$ cat config.mk
export PLATFORM = sky130hd
export DESIGN_NAME = trace_record_writer
export DESIGN_NICKNAME = d
export VERILOG_FILES = /design/src/rtl/trace_record_writer.sv
export SDC_FILE = /design/constraint.sdc
export NUM_CORES = 1
export LEC_CHECK = 0
export ABC_AREA = 1
export CORE_MARGIN = 3
export CORE_UTILIZATION = 32
export DETAILED_ROUTE_END_ITERATION = 8
export PLACE_DENSITY_LB_ADDON = 0.2
export SLEW_MARGIN = 20
export SYNTH_ARGS = -nofsm -noshare
export SYNTH_HDL_FRONTEND = slang
export SYNTH_SLANG_ARGS = --single-unit
$ cat constraint.sdc
create_clock -name clk -period 8.6 [get_ports clk]
set_input_delay 1.29 -clock clk [delete_from_list [all_inputs] [get_ports clk]]
set_output_delay 1.29 -clock clk [all_outputs]
set_load 0.05 [all_outputs]
$ cat src/rtl/trace_record_writer.sv
// Converts binary trace records (opcode, address) into ASCII lines "<d> <hex>\n",
// one byte per output handshake, with optional leading-zero suppression.
module trace_record_writer #(
    parameter int ADDR_W      = 32,
    parameter bit STRIP_ZEROS = 1'b1,
    parameter int CNT_W       = 16
) (
    input  logic              clk,
    input  logic              reset,
    input  logic              in_valid,
    output logic              in_ready,
    input  logic [3:0]        in_opcode,
    input  logic [ADDR_W-1:0] in_addr,
    output logic              out_valid,
    input  logic              out_ready,
    output logic [7:0]        out_data,
    output logic              out_last,
    output logic              err_opcode,
    output logic [CNT_W-1:0]  rec_count
);

    localparam int NIB   = ADDR_W / 4;
    localparam int IDX_W = (NIB > 1) ? $clog2(NIB) : 1;

    typedef enum logic [2:0] {
        IDLE,
        OPC,
        SPC,
        HEX,
        NL
    } state_t;

    state_t            state;
    logic [ADDR_W-1:0] addr_q;
    logic [IDX_W-1:0]  idx_q;
    logic [IDX_W-1:0]  start_idx;
    logic              capture;

    function automatic logic [7:0] hex_char(input logic [3:0] n);
        return (n < 4'd10) ? 8'h30 + {4'h0, n} : 8'h61 + {4'h0, n - 4'd10};
    endfunction

    function automatic logic [3:0] nibble_at(input logic [ADDR_W-1:0] a,
                                             input logic [IDX_W-1:0]  i);
        logic [ADDR_W-1:0] s;
        s = a >> {i, 2'b00};
        return s[3:0];
    endfunction

    // Index of the most significant nonzero nibble; 0 for a zero address so one "0" prints.
    function automatic logic [IDX_W-1:0] msnz(input logic [ADDR_W-1:0] a);
        logic [IDX_W-1:0] r;
        r = '0;
        for (int k = 0; k < NIB; k++) begin
            if (a[4*k +: 4] != 4'h0) r = IDX_W'(k);
        end
        return r;
    endfunction

    assign start_idx = STRIP_ZEROS ? msnz(in_addr) : IDX_W'(NIB - 1);
    assign capture   = (state == IDLE) && in_valid && (in_opcode <= 4'd9);

    // NOTE: the latched address and digit index carry no reset; they are loaded on every
    // capture and never read in IDLE, so a reset value would only cost enable logic.
    always_ff @(posedge clk) begin
        if (capture) begin
            addr_q <= in_addr;
            idx_q  <= start_idx;
        end else if (state == HEX && out_ready && idx_q != '0) begin
            idx_q  <= idx_q - IDX_W'(1);
        end
    end

    // NOTE: all sequential state uses non-blocking assignments so every register samples
    // the pre-edge values of its peers, independent of statement order.
    always_ff @(posedge clk) begin
        if (reset) begin
            state      <= IDLE;
            in_ready   <= 1'b1;
            out_valid  <= 1'b0;
            out_data   <= 8'h00;
            out_last   <= 1'b0;
            err_opcode <= 1'b0;
            rec_count  <= '0;
        end else begin
            err_opcode <= 1'b0;
            case (state)
                IDLE: begin
                    if (in_valid) begin
                        if (in_opcode > 4'd9) begin
                            err_opcode <= 1'b1;
                        end else begin
                            state     <= OPC;
                            in_ready  <= 1'b0;
                            out_valid <= 1'b1;
                            out_data  <= 8'h30 + {4'h0, in_opcode};
                            out_last  <= 1'b0;
                        end
                    end
                end
                // Outside IDLE out_valid is always high, so out_ready alone marks a handshake.
                OPC: begin
                    if (out_ready) begin
                        state    <= SPC;
                        out_data <= 8'h20;
                    end
                end
                SPC: begin
                    if (out_ready) begin
                        state    <= HEX;
                        out_data <= hex_char(nibble_at(addr_q, idx_q));
                    end
                end
                HEX: begin
                    if (out_ready) begin
                        if (idx_q == '0) begin
                            state    <= NL;
                            out_data <= 8'h0A;
                            out_last <= 1'b1;
                        end else begin
                            out_data <= hex_char(nibble_at(addr_q, idx_q - IDX_W'(1)));
                        end
                    end
                end
                NL: begin
                    if (out_ready) begin
                        state     <= IDLE;
                        in_ready  <= 1'b1;
                        out_valid <= 1'b0;
                        out_last  <= 1'b0;
                        rec_count <= rec_count + CNT_W'(1);
                    end
                end
                default: begin
                    state     <= IDLE;
                    in_ready  <= 1'b1;
                    out_valid <= 1'b0;
                    out_last  <= 1'b0;
                end
            endcase
        end
    end

endmodule

After elaboration in Yosys (flattened, before gate mapping). Cells that the tools add are included.

Bits in writable memories: 0. Word-level logic and storage cells: 101. Memories kept: 0. Flip-flop bits (word level): 66. Bits in read-only memories: 0. Bits in latches: 0. Output and inout bits: 28. Input bits: 40.

Add/subtract/negate cells: 9. Mux-type cells: 38. Multipliers: 0. Div/mod/pow operators: 0. $lt $le $gt $ge: 4. Shift operators: 2. Reduce and logical (&&, ||, !) cells: 24. Bitwise gates (word level): 4. Equality and inequality tests: 11.

Operators by type and width (number): two-way mux 8 bit (8); right shift 32 x 5 -> 4 bit (2); two-way mux 3 bit (15); one-hot mux 8 bit (4 select lines) (1); nonzero test 4 bit (8); adder 6 x 4 -> 7 bit (first input constant) (3); adder 16 x 1 -> 16 bit (second input constant) (1); adder 7 x 4 -> 8 bit (first input constant) (2); one-hot mux 3 bit (5 select lines) (1); inequality test 2 bit (second input constant) (6); AND reduction 6 bit (2); two-way mux 1 bit (10); < comparator 4 bit (second input constant) (2); subtractor 4 bit (second input constant) (2); AND reduction 7 bit (1); equality test 3 x 2 -> 1 bit (second input constant) (2); zero test 3 bit (2); one-hot mux 1 bit (3 select lines) (2); OR reduction 3 bit (2); > comparator 4 bit (second input constant) (1); less-or-equal comparator 4 bit (second input constant) (1); logical AND 1 bit (4); NOT 1 bit (4); one-hot mux 1 bit (4 select lines) (1); 9 further kinds (9).

Depth between registers and ports, before layout. Gate-level depths: netlist (run 1).

Depth in word-level cells: 9. Depth in mapped cells: 18. Depth with buffers taken out: 15.

Least setup slack after synthesis (run 1). Ideal clock, no wire load.

Kind: input to register. Start point: input in_opcode[2]. End point: register idx_q[2], data pin. Required time: 8.324 ns. Library setup time: 0.276 ns. Path slack: 4.524 ns. Data arrival time: 3.801 ns. Cell stages on the path: 8. Path buffers: 0. Cell sequence: nor2_1 > nor2_1 > o21ai_0 > nand2_1 > nor2_1 > inv_1 > nor2_1 > a32oi_1.

Longest elaborated chain between the ends: 3.

Ends and longest elaborated chain: start: declaration (RTL line 12) `input logic [3:0] in_opcode,`; less-or-equal comparator 4 bit (RTL line 61) `assign capture = (state == IDLE) && in_valid && (in_opcode <= 4'd9);`; logical AND 1 bit (RTL line 61); net capture (RTL line 37) `logic capture;`; two-way mux 3 bit (RTL line 66) `if (capture) begin`; end signal: assignment (RTL line 68) `idx_q <= start_idx;`; end signal: assignment (RTL line 70) `idx_q <= idx_q - IDX_W'(1);`; end: declaration (RTL line 35) `logic [IDX_W-1:0] idx_q;`.

The timed path passes the listed nets, and every way through them passes these cells. A chain may end at the register's enable or synchronous reset.

Worst setup path in the final report (run 1).
Start point: input in_opcode[2]. End point: register idx_q[1], data pin.

The elaborated chain is that of the path after synthesis.

==> impl_results.md, run 1 <==
* Outcome: complete, no violations
* Max Slew Vio Count at 0
* Hold Buf Count CTS at 0
* Final worst path period share at 38.6%
* VDD IR-drop max at 0.179 mV
* Most frequent CP cell: nor2_1
* Chip height at about 110 um
* Clock buffer depth at 2
* Unique cell type count in the Yosys netlist at 42
* Clk_lat worst skew at 0.33 ns
* Worst hold slack at 0.468 ns
* Grt ovf at 0
* PwrDens at 382 nW/um^2
* # rows at 38
* Core Region at 10,900 um^2
* Critical Path RT at 8.65 ns
* Post-CTS Setup Bufs at 0
* Post-cts resize count at 0
* Routed len/inst at ~13 um
* First DRT Iteration DRCs at approximately 160
* Clock slew at reported path FFs at 0.06 ns
* Synth Instances at 466
* Clock share of power at 21.2%
* Max_cap viols at 0
* Routed WL at approximately 9 mm
* Post-synthesis compound-gate area fraction at 10.0%
* Largest net degree at the start of global routing at 43
* WHS Path Cells at 2
* Global-route wire length before repair at 15.0 mm
* Root Buffer Master: clkbuf_16
* Post-synthesis sequential area ratio at 45.8%
* Nets@finish at 580
* Sum Neg Setup Slack at 0 ns
* Final setup viols at 0
* Reg2Reg Depth at 14
* CTS tree: done
* GRT Overall Usage at 14.7%
* Slowest stage delay, CP at 0.42 ns
* Die X at 112 um
* Combinational share of power at 52.1%
* Synth warn at 0
* RSZ-0062 raised after global routing: false
* Startpoint Class: input pin
* CTS Buf Count at 9
* Port bufs at 66
* Net Switching at 805 uW
* Mapped Area at between 3000 and 4000 um^2
* Synth Area in Simple Gates at 30.1%
* CP Depth at 10
* Prevailing post-synth register cell: edfxtp_1
* Mux contribution to synthesized area at less than 1%
* Via count at 3,291
* Die ar. at about 13,000 um^2
* H-tree depth at 3
* CP Cell Sequence: clkdlybuf4s50_1 -> nor2_1 -> nor2_1 -> o21ai_0 -> nand2_1 -> nor2_2 -> buf_4 -> inv_1 -> nor2_1 -> a32oi_1
* GPL Wtd Cong at ~0.85
* Post-synth EDFFs at 35
* Detailed Routing Iterations Pass 1 at 5
* Yosys reg bits at 65
* Syn nets at 514
* Synth cell count leaders: nand2_1, inv_1, nand3_1
* Min Clock Period, post-route at 3.32 ns
* Clock Skews at slightly below 0.01 ns
* DP Worst Slack at 4.96 ns
* Ranking of synthesized cells by area: edfxtp_1, dfxtp_1, nand2_1
* Setup WS post-layout at 5.28 ns
* Total power at approximately 1.8 mW
* Share of post-route cells with drive strength above 1 at slightly below 6%
* Starting Density at 33.0%
* Ys async rst share at 0%
* Crit Path Class: in2reg
* Most numerous cell in the Yosys netlist: nand2_1
* Synth Area in XOR/XNOR at 1.46%
* Yosys top cell area share at 29.2%
* Vias per cell at approximately 4.9
* Post-detail-place hpwl at roughly 6.7 mm
* Leak at 1.98 nW
* Internal Power at a little under 1 mW
* Sw frac at 44.9%
* Post-synthesis adder-cell area fraction at 2.78%
* Synth area leader: edfxtp_1
* Ant diodes at 0
* Worst Max-Slew Pin Slew at 0.668 ns
* Slew headroom at 55.1%
* Vias in the first global route at 3,208
* Critical Path AT at 3.37 ns
* Crit. End Element: register
* Initial antenna violation count at 0
* Residual DRC at 0
* CP delay by family, top: buffers and inverters
* IO Count at 68
* WP buf/inv at 3
* CP max FO at 33
* Sequential share of power at a little over a quarter
* Mean Syn Cell Area at ~7.7 um^2
* Area Overhead vs Synth at 30.2%
* Clock sink total at 65
* Largest family of logic cells by synthesized area: simple AND/OR/NAND/NOR gates
* Detail Route Antenna Nets at 0
* Fmax at 301 MHz
* Hold Fails Final Rpt at 0
* HP Class: reg2reg
* Highest-delay cell along the critical path: clkdlybuf4s50_1
## flip-flops by register name, indices dropped and copies added (netlist names)
name        count
addr_q         32
err_opcode      1
idx_q           3
in_ready        1
out_data        7
out_last        1
out_valid       1
rec_count      16
state           3
## per-layer routing
metal	up-vias	wire (um)	track usage, %
met5	-	0	0
met1	1530	4210	18.7
met3	10	557	5.61
met4	0	113	3.85
met2	88	4160	23.6
li1	1663	-	-
## worst register-to-register path: stages, from the launching register on
cell and delay [ns]:
edfxtp_1 0.56, clkinv_1 0.39, ha_1 0.64, inv_1 0.25
nand3_1 0.16, nand3_1 0.08, nand2_1 0.15, ha_1 0.28
xnor2_1 0.17, nand3_1 0.09, nand2_1 0.08, nand2_1 0.06
nand3_1 0.09, nand2_1 0.06, a21oi_1 0.11
## logic make-up (layout without fill, tap and decap cells)
| group | after synthesis | count (layout) |
|---|---|---|
| compound gates | 64 | 64 |
| xor+xnor | 6 | 6 |
| fa+ha+maj | 8 | 8 |
| buf+inv | 82 | 153 |
| flops | 65 | 65 |
| mux | 1 | 1 |
| other cells | 1 | 1 |
| simple gates | 239 | 239 |
## final timing paths
| path | end | start | slack, ns |
|---|---|---|---|
| setup / recovery | idx_q[1] | in_opcode[2] | 5.28 |
| hold / removal | out_data[2] | out_data[2] | 0.47 |
| setup reg to reg | out_data[2] | idx_q[1] | 5.36 |
| hold reg to reg | out_data[2] | out_data[2] | 0.47 |
## cell usage in the layout, fill, tap and decap left out, types with 6 or more instances in the layout
cell / n
nor4_1: 7
nor2_1: 26
nand3_1: 48
nand2_1: 132
nor3_1: 6
o21ai_0: 27
dfxtp_1: 30
edfxtp_1: 35
a21oi_1: 22
clkdlybuf4s50_1: 66
clkbuf_16: 11
inv_1: 67
ha_1: 8
## power by group through the flow
stage                     combinational, mW  clock (mW)  sequential [mW]
after floorplan                       0.659           0            0.529
after global placement                0.904           0            0.485
after detailed placement              0.928           0            0.484
after CTS                             0.931       0.390            0.480
after global routing                   1.06       0.401            0.488
final                                 0.934       0.380            0.479
## area by class of cell
class / count / area, um^2
sequential: 65 / 1650
multi-input combinational: 319 / 1620
tap: 140 / 175
clock buffer: 12 / 289
timing repair buffer: 68 / 676
clock inverter: 4 / 27.5
inverter: 69 / 259
fill: 1140 / 6240
## stage by stage
stage               cells  area [um^2]  util, %
floorplan             466         3600        -
global placement      661         4380     40.0
detailed placement    661         4380     40.0
CTS                   677         4690     42.9
global route          677         4690     42.9
finish                677         4690     42.9
Note: power is estimated with default switching activity, not from simulation.
==> run 2: changes to the inputs <==
Clock period 8.6 ns to 3.4 ns, I/O delays scaled along.
==> run 2 against run 1 <==
  * Register-to-register slack lost 4.7 ns
  * Clock skew is essentially flat
  * Highest routed layer unchanged
  * Sequential power grew to 2.5 times the previous value
==> impl_results.md, run 2 (synthesis gave the netlist of run 1 again) <==
* Combinational share of power at 53.3%
* Nets@finish at 581
* Clock sink total at 65
* Net Switching at 2.00 mW
* Fillers at 1,106
* Internal Power at 2.44 mW
* Hold Buf Count CTS at 0
* Sw frac at 45.0%
* Clock Skews at ~0.0096 ns
* Residual DRC at 0
* Core Region at approximately 11,000 um^2
* Global-route wire length before repair at 15.2 mm
* Sequential cell area at 1650 um^2
* Area Overhead vs Synth at 29.5%
* HP Class: reg2reg
* Startpoint Class: register
* Design area at roughly 4700 um^2
* Biggest register: addr_q
* Die X at 112 um
* Die ar. at 12,600 um^2
* Sum Neg Setup Slack at 0 ns
* Min Clock Period, post-route at roughly 2.8 ns
* CP Depth at 14
* Routed len/inst at 13.2 um
* Port bufs at 66
* GPL Wtd Cong at 0.856
* Leak at about 2 nW
* Clock share of power at 19.5%
* Setup WS post-layout at slightly above 0.6 ns
* Crit. End Element: register
* Multi-input logic area at 1620 um^2
* Highest-delay cell along the critical path: ha_1
* First DRT Iteration DRCs at ~150
* Fmax at 360 MHz
* Routed WL at 8.95 mm
* Ant diodes at 0
* Total power at 4.44 mW
* Detailed Routing Iterations Pass 1 at 4
* Post-Layout Cell Count at 678
* Placed cell area at 4380 um^2
* Max Slew Vio Count at 0
* H-tree depth at 3
* Final setup viols at 0
* CTS tree: done
* Slew headroom at a little under three fifths
* Sequential share of power at 27.2%
* Clock buffer depth at 2
* Critical R2R Launch: idx_q[0]
* Largest net degree at the start of global routing at 42
* Clock slew at reported path FFs at 0.06 ns
* HP Start: out_data[6]
* Final worst path period share at 81.7%
* Most frequent cells in the layout: nand2_1, inv_1, clkdlybuf4s50_1
* DP Worst Slack at 0.657 ns
* VDD IR-drop max at 0.368 mV
* WHS Path Cells at 2
* Post-detail-place hpwl at 6.83 mm
* Reg2Reg Depth at 14
* Outcome: complete, no violations
* IO Count at 68
* CP delay by family, top: adder cells
* # rows at 38
* CP Cell Sequence: inv_2 -> ha_1 -> inv_1 -> nand3_1 -> nand3_1 -> nand2_1 -> ha_1 -> xnor2_1 -> nand3_1 -> nand2_1 -> nand2_1 -> nand3_1 -> nand2_1 -> a21oi_1
* Root Buffer Master: clkbuf_16
* Most common cell after layout, fill and taps aside: nand2_1
* Critical Path AT at just over 3 ns
* Clk_lat worst skew at 0.33 ns
* PwrDens at 951 nW/um^2
* CP max FO at 26
* Slowest stage delay, CP at around 0.42 ns
* Worst setup startpoint: idx_q[0]
* Grt ovf at 0
* Max reg flops at 32
* WP buf/inv at 2
* Largest registers: addr_q (32), rec_count (16), out_data (7)
* CTS Buf Count at 9
* Critical Path RT at 3.65 ns
* Detail Route Antenna Nets at 0
* Chip height at 112 um
* RSZ-0062 raised after global routing: false
* Crit Path Class: reg2reg
* GRT Overall Usage at around 15%
* Post-cts resize count at 0
* Vias per cell at 4.78
* Share of post-route cells with drive strength above 1 at under 10%
* Via count at 3,239
* Initial antenna violation count at 0
* Starting Density at 33.0%
* Worst Max-Slew Pin Slew at 0.661 ns
* Vias in the first global route at 3,184
* Max_cap viols at 0
* Placed cell count at 662
* Hold Fails Final Rpt at 0
* Post-CTS Setup Bufs at 0
==> run 2: power groups by stage <==
stage                     Combinational (mW)  Sequential, mW  Clock (mW)
after floorplan                         1.67            1.34           0
after global placement                  2.34            1.22           0
after detailed placement                2.36            1.22           0
after CTS                               2.37            1.21       0.889
after global routing                    2.67            1.23       0.929
final                                   2.36            1.21       0.867
==> run 2: path summary, 6_finish.rpt <==
kind,endpoint,slack (ns)
worst max register to register,out_data[2],0.62
worst min-delay path,out_data[6],0.48
worst min register to register,out_data[6],0.48
worst max-delay path,out_data[2],0.62
==> run 2: worst reg2reg max path, delay by kind of cell (launching register included) <==
family / cells / cell delay, ns
buf+inv: 2 / 0.59
compound gates: 1 / 0.11
xor+xnor: 1 / 0.18
simple gates: 8 / 0.67
flops: 1 / 0.40
fa+ha+maj: 2 / 0.76
==> run 2: final cells by class <==
cell class	instances	share of cell area (%)
Timing Repair Buffer	69	14.6
Sequential cell	65	35.4
Multi-Input combinational cell	319	34.6
Clock inverter	4	0.536
Inverter	69	5.55
Tap cell	140	3.75
Clock buffer	12	5.50
==> run 2: per-stage QoR <==
step                      hold WS (ns)  utilization (%)
after global routing             0.510             42.7
after detailed placement         0.473             40.1
after global placement           0.461             40.1
after CTS                        0.482             42.7
final                            0.476             42.7
after floorplan                  0.510                -
==> run 2: per-layer routing <==
metal | vias to the layer above | track usage [%] | wire (um)
li1 | 1671 | - | -
met1 | 1480 | 19.3 | 4170
met2 | 78 | 23.8 | 4190
met3 | 10 | 4.74 | 468
met4 | 0 | 4.49 | 112
met5 | - | 0 | 0
==> edit 1: new RTL, settings of run 2 <==
Set the parameter `CNT_W` to 14 (it was 16).
--- a/src/rtl/trace_record_writer.sv
+++ b/src/rtl/trace_record_writer.sv
@@ -4,5 +4,5 @@
     parameter int ADDR_W      = 32,
     parameter bit STRIP_ZEROS = 1'b1,
-    parameter int CNT_W       = 16
+    parameter int CNT_W       = 14
 ) (
     input  logic              clk,
Interface: changed (resized rec_count); port bits go from 68 to 66. The function was not compared with the original's and may differ.
==> edit 1 against run 2 <==
- area after synthesis shrank 0.59%
- routed wire length shrank 4.2%
- sequential cell count down 2
- maximum frequency is 5.0% higher
- final area decreased by 3.5%
- synthesized cell count decreased by 4.5%
- count of clock-buffer cells in the layout shrank 2
- worst setup slack gained 130 ps
- power decreased by 1.8%
- largest cell class is now multi-input gates
- largest power group unchanged
==> edit 1: results (changes against run 2) <==
Outcome:
- The run finished with clean final reports.

Power:
- The leakage power figure came to 1.81 nW (-8.4%).
- The power density normalized to cell area is 968 mW/mm^2 (+1.8%).
- The switching share of total power was 48.3% (+3.2 points).

Synthesis:
- The sequential fraction of the synthesis area came to 45.0% (-0.85 points).
- The post-synthesis share of cell area spent on full adders, half adders and majority gates is 2.79% (+0.016 points).
- The number of nets produced by synthesis came to 493 (-4.1%).
- The share of synthesized area spent on multiplexers is 0% (-0.28 points).
- The parity-gate share of the synthesized area counting xor and xnor cells is 2.24% (+0.78 points).
- After synthesis, the most frequently instantiated cells are nand2_1, inv_1, nand3_1.
- The number of different library cells in the post-synthesis netlist came to 41 (-2.4%).
- The synthesized-area fraction occupied by ao, oa, aoi and oai cells is 10.8% (+0.79 points).

Placement:
- The placed instance area is 0.00431 mm^2 (-1.7%).
- The total half-perimeter wirelength after legalization and detailed placement came to 6.53 mm (-4.4%).
- The minimum setup slack after placement is 788 ps (+131 ps).
- The number of buffers inserted by port buffering came to 64 (-3.0%).

Global routing:
- The routing usage on met3 was 4.18% (-0.56 points).
- The met1 global-route usage is 18.5% (-0.85 points).
- The largest net degree at the start of global routing is 46 (+9.5%).
- The global-route usage over all layers is 14.2% (-0.71 points).
- The met2 usage came to 22.1% (-1.7 points).
- The number of global-route vias before repair was 3033 (-4.7%).

Routing:
- The routed length on met3 was 366 um (-22%).
- The wire length on met2 came to 3.85 mm (-8.1%).
- The number of vias per cell after detailed routing is 4.72 (-1.2%).
- The number of design-rule violations left by the first detailed-router iteration came to 157 (+8.3%).
- The average detailed-routed wire length per instance is 13.1 um (-0.54%).

Timing:
- The maximum clock skew at final layout is 6.74 ps (-2.88 ps).
- The period utilization is 77.8% (-3.9 points).
- The worst hold margin came to 470 ps (-5.44 ps).
- The tightest slew margin relative to the limit is 64.5% (+8.7 points).

Min path:
- The capture endpoint of the worst hold path is out_data[1].
- The worst min-delay path startpoint is out_data[1].

Final layout:
- The final net count is 556 (-4.3%).
- The final non-filler cell total is 653 (-3.7%).

CTS:
- The cell at the root of the clock tree is clkbuf_8.
- The clock latency on the worst-skew pair is 350 ps (+20 ps).

Worst setup path:
- The data arrival at the endpoint of the critical path is 2930 ps (-100 ps).
- The startpoint identified for the worst register-to-register timing path is idx_q[1].
- The maximum fanout along the worst path is 10 (-62%).
[edit 1: changes by cell type in the layout (fill, tap and decap cells not counted), sizes merged, moves of 3 or more]
cell,delta
nor2,-5
nand4,+3
nand2,-10
a31oi,+3
nand3,-4
o21a,+3
o21ai,-3
inv,-7
[edit 1: critical path, stage by stage, from the launching register on]
cell	delay, ps
edfxtp_1	530
inv_2	170
ha_1	430
inv_2	180
nand3_1	120
nand3_1	80
nand2_1	120
ha_1	330
xnor2_1	180
nand3_1	90
nand2_1	60
nand2_1	50
nand3_1	80
nand2_1	50
a21oi_1	110
[edit 1: layout make-up]
| type | count | area (um^2) | share of cell area, % |
|---|---|---|---|
| well taps | 140 | 175 | 3.89 |
| flip-flops and latches | 63 | 1610 | 35.8 |
| inverters | 63 | 239 | 5.31 |
| clock buffers | 10 | 149 | 3.31 |
| multi-input cells | 305 | 1630 | 36.2 |
| clock inverters | 6 | 43.8 | 0.972 |
| repair buffers | 66 | 656 | 14.6 |
==> edit 2: new RTL, flow settings as in run 2 <==
Made on the original files. Encoding of `state_t`: now one-hot (5 bits for 5 states).
--- a/src/rtl/trace_record_writer.sv
+++ b/src/rtl/trace_record_writer.sv
@@ -23,10 +23,10 @@
     localparam int IDX_W = (NIB > 1) ? $clog2(NIB) : 1;
 
-    typedef enum logic [2:0] {
-        IDLE,
-        OPC,
-        SPC,
-        HEX,
-        NL
+    typedef enum logic [4:0] {
+        IDLE = 5'b00001,
+        OPC  = 5'b00010,
+        SPC  = 5'b00100,
+        HEX  = 5'b01000,
+        NL   = 5'b10000
     } state_t;
 
Formal check against the unedited RTL: same outputs for any inputs over 10 cycles, from zero or initial values and one cycle with reset high; not proved beyond that.
==> edit 2 against run 2 <==
- count of clock-buffer cells in the layout down 2
- worst setup slack got worse by 95 ps
- final area grew 6.0%
- synthesized cell count grew 5.8%
- sequential cell count grew 2
- area after synthesis rose by 7.0%
- power rose by 14%
- routed wire length rose by 8.1%
==> edit 2: results (changes against run 2) <==
Outcome:
- The flow ran to the end, and the final reports show no timing, DRC or antenna violations.

Global routing:
- The global-route usage over all layers is 15.6% (+0.71 points).
- The largest net degree at the start of global routing is 38 (-9.5%).
- The number of global-route vias before repair came to 3526 (+11%).

Synthesis:
- The sequential fraction of the synthesis area is 43.9% (-2.0 points).
- The post-synthesis area per instance is 7.82 um^2 (+1.2%).
- The share of synthesized area spent on multiplexers is 0% (-0.28 points).
- The post-synthesis share of cell area spent on full adders, half adders and majority gates is 2.60% (-0.18 points).
- By area the synthesized netlist is led by edfxtp_1, dfxtp_1, nand2_1.
- The commonest cells after synthesis are nand2_1, inv_1, nand3_1.
- The number of different library cells in the post-synthesis netlist is 46 (+9.5%).
- The parity-gate share of the synthesized area counting xor and xnor cells was 1.30% (-0.16 points).
- The number of nets produced by synthesis is 541 (+5.3%).
- The synthesized-area fraction occupied by ao, oa, aoi and oai cells is 9.12% (-0.88 points).

Routing:
- The routed length on met3 is 548 um (+17%).
- The average detailed-routed wire length per instance is 13.6 um (+3.4%).
- The number of design-rule violations left by the first detailed-router iteration is 250 (+72%).
- The met1 wire length is 4.46 mm (+6.8%).

Min path:
- The path with the worst hold slack has its endpoint at out_valid.
- In this run the most critical hold path is launched from out_valid.

Placement:
- The number of instances in the placed design is 693 (+4.7%).
- The minimum setup slack after placement is 592 ps (-65.4 ps).
- The total half-perimeter wirelength after legalization and detailed placement came to 7.22 mm (+5.8%).
- The final RePlAce weighted congestion is 0.893 (+4.3%).

Timing:
- The maximum clock skew at final layout is 9.17 ps (-0.452 ps).
- The transition at the pin with the smallest max-transition slack is 701 ps (+39.8 ps).

Final layout:
- The final non-filler cell total is 709 (+4.6%).
- The final net count came to 609 (+4.8%).
- The fraction of final layout cells sized beyond drive strength 1 is 11.7% (+5.9 points).

Worst setup path:
- The internal reg-to-reg setup slack is 530 ps (-90 ps).

Power:
- The leakage power figure is 2.09 nW (+6.0%).
- The maximum ir drop on the vdd rail is 360 uV (-2.2%).
==> edit 2: cell type report <==
| class | count | area, um^2 |
|---|---|---|
| clock inverter | 6 | 70.1 |
| sequential | 67 | 1690 |
| clock buffer | 10 | 250 |
| fill | 1189 | 6670 |
| timing repair buffer | 71 | 698 |
| multi-input combinational | 331 | 1750 |
| tap | 143 | 179 |
| inverter | 81 | 304 |
==> edit 2: power by group <==
group	internal (W)	switching [W]
clock network	0.000619	0.000383
logic	0.000894	0.00182
registers	0.00123	0.000126
==> edit 2: worst max-delay path by stage <==
| stage | slack [ps] | from | cells past startpoint | endpoint |
|---|---|---|---|---|
| floorplan | 860 | idx_q[0] | 17 | out_data[2] |
| global placement | 690 | idx_q[0] | 14 | out_data[2] |
| detailed placement | 590 | idx_q[0] | 14 | out_data[2] |
| CTS | 560 | idx_q[0] | 14 | out_data[2] |
| global route | 260 | idx_q[0] | 14 | out_data[2] |
| finish | 530 | idx_q[0] | 14 | out_data[2] |
==> edit 2: metal layers <==
| metal | GRT usage (%) | up-vias |
|---|---|---|
| met5 | 0 | - |
| met4 | 5.65 | 0 |
| met3 | 5.12 | 12 |
| met2 | 24.2 | 95 |
| met1 | 20.3 | 1584 |
| li1 | - | 1751 |
==> edit 2: cells by family (layout without fill, tap and decap cells) <==
kind of cell / after synthesis / after routing
compound gates: 59 / 59
other cells: 1 / 1
fa+ha+maj: 8 / 8
simple gates: 259 / 259
buf+inv: 95 / 168
flops: 67 / 67
xor+xnor: 4 / 4
==> edit 2: per-stage QoR <==
step / hold slack, ps / cell area [um^2] / util [%]
after detailed placement: 464 / 4620 / 39.8
after global placement: 462 / 4620 / 39.8
after floorplan: 481 / 3860 / -
after global routing: 489 / 4940 / 42.6
final: 469 / 4940 / 42.6
after CTS: 475 / 4940 / 42.6
==> edit 2: worst max-delay path, stage by stage (launching register included) <==
cell and delay, ps:
edfxtp_1 380, inv_1 360, ha_1 430, inv_1 250
nand3_1 120, nand3_1 100, nand2_2 90, ha_1 320
or2_2 310, nand2_1 70, o21bai_1 70, nand2_1 60
nand2_1 50, nand2_1 80, a21oi_2 50
